### config.mk
export PLATFORM = sky130hd
export DESIGN_NAME = hs_rx_buffer
export DESIGN_NICKNAME = d
export VERILOG_FILES = /design/src/rtl/hs_rx_buffer.sv
export SDC_FILE = /design/constraint.sdc
export NUM_CORES = 1
export LEC_CHECK = 0
export BUFFER_PORTS_ARGS = -buffer_cell sky130_fd_sc_hd__buf_2
export CORE_MARGIN = 2
export CORE_UTILIZATION = 44
export DETAILED_ROUTE_END_ITERATION = 10
export PLACE_DENSITY_LB_ADDON = 0.15
export SYNTH_ARGS = -nofsm -noshare
export SYNTH_HDL_FRONTEND = slang
export SYNTH_SLANG_ARGS = --single-unit
export TNS_END_PERCENT = 50
### constraint.sdc
create_clock -name clk -period 4.1 [get_ports clk]
set_input_delay 0.82 -clock clk [delete_from_list [all_inputs] [get_ports clk]]
set_output_delay 0.82 -clock clk [all_outputs]
set_load 0.05 [all_outputs]
### src/rtl/hs_rx_buffer.sv
// Destination-side receiver for the handshake synchronizer: edge-captures dvalid into a FWFT FIFO.
// Optional saturating drop counter built when HS_RX_DROP_CNT_EN is defined.
module hs_rx_buffer #(
    parameter int WIDTH = 32,
    parameter int DEPTH = 4
) (
    input  logic                       clk,
    input  logic                       rst_n,
    input  logic                       dvalid,
    input  logic [WIDTH-1:0]           dout,
    output logic                       dbusy,
    output logic                       out_valid,
    output logic [WIDTH-1:0]           out_data,
    input  logic                       out_ready,
    output logic [$clog2(DEPTH):0]     count,
    output logic                       overflow,
    output logic [7:0]                 drop_cnt
);
    localparam int AW = $clog2(DEPTH);
    localparam int CW = AW + 1;

    logic [WIDTH-1:0] mem [DEPTH];
    logic [AW-1:0]    wptr, rptr;
    logic [CW-1:0]    count_next;
    logic             dvalid_q;
    logic             cap, pop, push, drop, full;

    // One capture per dvalid high period, however long it lasts.
    assign cap  = dvalid & ~dvalid_q;
    assign full = (count == CW'(DEPTH));
    assign pop  = out_valid & out_ready;
    assign push = cap & (~full | pop);
    assign drop = cap & full & ~pop;

    assign out_valid = (count != '0);
    assign out_data  = mem[rptr];

    always_comb begin
        count_next = count;
        if (push && !pop)
            count_next = count + CW'(1);
        else if (pop && !push)
            count_next = count - CW'(1);
    end

    always_ff @(posedge clk) begin
        if (!rst_n) begin
            dvalid_q <= 1'b0;
            wptr     <= '0;
            rptr     <= '0;
            count    <= '0;
            dbusy    <= 1'b0;
            overflow <= 1'b0;
        end else begin
            dvalid_q <= dvalid;
            count    <= count_next;
            // One slot of margin absorbs a transfer already in flight.
            dbusy    <= (count_next >= CW'(DEPTH - 1));
            if (push) wptr <= wptr + AW'(1);
            if (pop)  rptr <= rptr + AW'(1);
            if (drop) overflow <= 1'b1;
        end
    end

    // Storage is intentionally not reset.
    always_ff @(posedge clk) begin
        if (rst_n && push)
            mem[wptr] <= dout;
    end

`ifdef HS_RX_DROP_CNT_EN
    always_ff @(posedge clk) begin
        if (!rst_n)
            drop_cnt <= '0;
        else if (drop && drop_cnt != 8'hFF)
            drop_cnt <= drop_cnt + 8'd1;
    end
`else
    assign drop_cnt = '0;
`endif

endmodule

==> metrics.log <==
[metrics] async set or reset register ratio after synthesis: 0%
[metrics] vias after detailed routing: 2442
[metrics] average footprint of a synthesized cell: 21.7 µm²
[metrics] sink count of the clock tree: between 100 and 150
[metrics] static leakage: approximately 2.2 nW
[metrics] min setup slack post-route: 1.14 ns
[metrics] Final period util: 72.2%
[metrics] grt total ovfl: 0
[metrics] Placeable Area: 0.0119 mm²
[metrics] number of violations of the max-capacitance limit: 0
[metrics] fmax: approximately 0.34 GHz
[metrics] worst path arrival time: 2.14 ns
[metrics] cells resized by post-CTS repair: 0
[metrics] clock insertion delay at the later pin of the skew report: slightly above 0.4 ns
[metrics] unrepaired setup endpoints after global routing: no
[metrics] power density over the cells: 700 mW/mm²
[metrics] Port Buffer Count: 73
[metrics] post-detailed-route via-to-cell ratio: 4.99
[metrics] initial core utilization: between 40% and 50%
[metrics] time the final worst path needs with I/O delays and setup: 2.96 ns
[metrics] final core area utilization: 53.9%
[metrics] Reg2Reg Launch Point: count[0]
[metrics] layout cells sized above 1: 43.1%
[metrics] count of final hold-check violations: 0
[metrics] Routed WL per cell: 17.9 µm
[metrics] Worst-Margin Slew: 0.876 ns
[metrics] Final Routed Wirelength: 8750 µm
[metrics] leading cell type in the layout, fill and taps excluded: sky130_fd_sc_hd__edfxtp_1
[metrics] H-tree depth: 4
[metrics] type of element launching the critical path: flip-flop
[metrics] buffers inserted by post-CTS timing repair: 0
[metrics] sequential fraction of the synthesis area: 76.8%
[metrics] Final nets: roughly 370
[metrics] largest net degree at the start of global routing: 33
[metrics] critical path peak fanout: 13
[metrics] Cell Count Post-Placement: 457
[metrics] post-synthesis cell type count: 32
[metrics] total iterations of the first detailed-routing run: 4
[metrics] highest-count cells in the layout ignoring fill and taps: sky130_fd_sc_hd__edfxtp_1 (128), sky130_fd_sc_hd__buf_2 (73), sky130_fd_sc_hd__mux4_2 (32), sky130_fd_sc_hd__clkbuf_16 (17), sky130_fd_sc_hd__dfxtp_1 (10)
[metrics] Clk Tree Root Cell: sky130_fd_sc_hd__clkbuf_16
[metrics] EDFF count, synth: between 100 and 150
[metrics] Syn. warnings: 0
[metrics] most used flip-flop cell after synthesis: sky130_fd_sc_hd__edfxtp_1
[metrics] Relative slew margins: 41.6%
[metrics] wire length of the first global-routing pass: around 14000 µm
[metrics] number of buffers inserted by hold repair at cts: 0
[metrics] CTS buffer count: 17
[metrics] clock transition at the registers of the reported paths: around 0.060 ns
[metrics] clock skew after layout: 0.00659 ns
[metrics] TNS Setup: 0 ns
[metrics] setup violation total in the final timing report: 0
[metrics] final weighted congestion in routability-driven placement: 0.688
[metrics] io pins: 82
[metrics] worst r2r path cells: 6
[metrics] clock buffer depth: 2
[metrics] clock tree from TritonCTS: built
[metrics] Die Width: 114 µm
[metrics] type of destination of the critical path: output port
[metrics] DP Wirelength: ~5200 µm
[metrics] area of the die: around 0.013 mm²
[metrics] startpoint-to-endpoint class of the critical path: reg2out
[metrics] Final ANT Viol Nets: 0
[metrics] R2R Setup Slk: 1.52 ns
[metrics] row count: 40
[metrics] antenna violations before repair: 1
[metrics] Worst IR Drop VDD: ~280 µV
[metrics] drt drc: 0
[metrics] result of the run: finished clean
[metrics] endpoint of the most critical register-to-register path: mem[2][7]
[metrics] number of global-route vias before repair: 2529
[metrics] DRC violation total after the first TritonRoute iteration: approximately 120
[metrics] FF+latch count, synth: 140
[metrics] pre-CTS WS: roughly 1.4 ns
[metrics] worst min path class: reg2reg
[metrics] Cell Area, Synth: 0.00532 mm²
[metrics] area overhead of the layout relative to synthesis: 20.7%
[metrics] Final Slew Violations: 0
[metrics] endpoint of the most critical setup path: out_data[12]
[metrics] global router's overall resource usage: around 15%
[metrics] Required @ worst endpoint: 3.28 ns
[metrics] overall die height: 114 µm
[metrics] final non-filler cell total: 489
[metrics] synthesized instance count: 245
==> cell usage after synthesis (2+ instances only) <==
library cell,instances,share of area (%)
sky130_fd_sc_hd__nand2b_4,2,0.52
sky130_fd_sc_hd__and2_1,6,0.71
sky130_fd_sc_hd__nor2_1,6,0.42
sky130_fd_sc_hd__ha_1,7,1.6
sky130_fd_sc_hd__nand4_1,2,0.24
sky130_fd_sc_hd__mux4_2,32,14
sky130_fd_sc_hd__edfxtp_1,128,72
sky130_fd_sc_hd__and3_1,4,0.47
sky130_fd_sc_hd__buf_1,3,0.21
sky130_fd_sc_hd__xnor2_1,4,0.66
sky130_fd_sc_hd__dfxtp_1,12,4.5
sky130_fd_sc_hd__inv_1,5,0.35
sky130_fd_sc_hd__mux2i_1,2,0.38
sky130_fd_sc_hd__nand3_1,2,0.19
sky130_fd_sc_hd__nand2_1,3,0.21
sky130_fd_sc_hd__buf_2,2,0.19
sky130_fd_sc_hd__buf_4,10,1.4
==> worst min-delay path by stage <==
stage              from       end  slack (ns)  cells past startpoint
6_report       overflow  overflow        0.47                      1
5_1_grt        overflow  overflow        0.50                      1
4_1_cts        overflow  overflow        0.48                      1
3_5_place_dp   overflow  overflow        0.46                      1
3_3_place_gp   overflow  overflow        0.45                      1
2_1_floorplan   wptr[1]   wptr[1]        0.53                      2
==> state kept, by name, indices dropped and copies added (netlist names), named ones only <==
name and cells:
dbusy 1, rptr 2, mem 128, overflow 1, count 3, dvalid_q 1, wptr 2
==> cell type report <==
type,count,area (µm²)
clock inverters,14,178
multi-input cells,90,1140
inverters,5,18.8
repair buffers,75,380
flip-flops and latches,140,4090
fillers,975,5500
diodes,1,2.50
well taps,147,184
clock buffers,17,425
==> layer usage <==
layer	up-vias	part of all wire (%)	routed length [µm]	GRT usage (%)
met3	15	5.7	497	5.26
met4	0	1.9	168	7.07
met5	-	0	0	0
met2	66	48	4220	22.3
li1	1141	-	-	-
met1	1220	44	3860	18.4
==> logic make-up (layout without fill, tap and decap cells) <==
family	after synthesis	after routing	synth area share (%)
and+or+nand+nor	31	31	3.55
AOI/OAI and AO/OA	4	4	0.541
muxes	35	35	14.2
buffers and inverters	22	111	2.33
other	1	9	0.0705
xor gates and xnor gates	5	5	0.824
DFF	140	140	76.8
adders and majority gates	7	7	1.65
==> stage by stage <==
stage	power, mW	area (µm²)	hold WS (ns)
after global routing	4.66	6410	0.503
after floorplan	2.74	5340	0.528
after detailed placement	2.99	5810	0.461
final	4.49	6410	0.475
after CTS	4.54	6410	0.477
after global placement	2.99	5810	0.451
==> worst max-delay path: stages (launching register included) <==
cell                      delay, ns
sky130_fd_sc_hd__dfxtp_2       0.62
sky130_fd_sc_hd__buf_4         0.34
sky130_fd_sc_hd__mux4_2        0.54
sky130_fd_sc_hd__buf_2         0.23
==> report_power, final <==
part           internal (mW)  switching, mW
Sequential              1.64         0.0882
Clock                   1.00          0.538
Combinational          0.411          0.813
(Power assumes the default switching activity.)
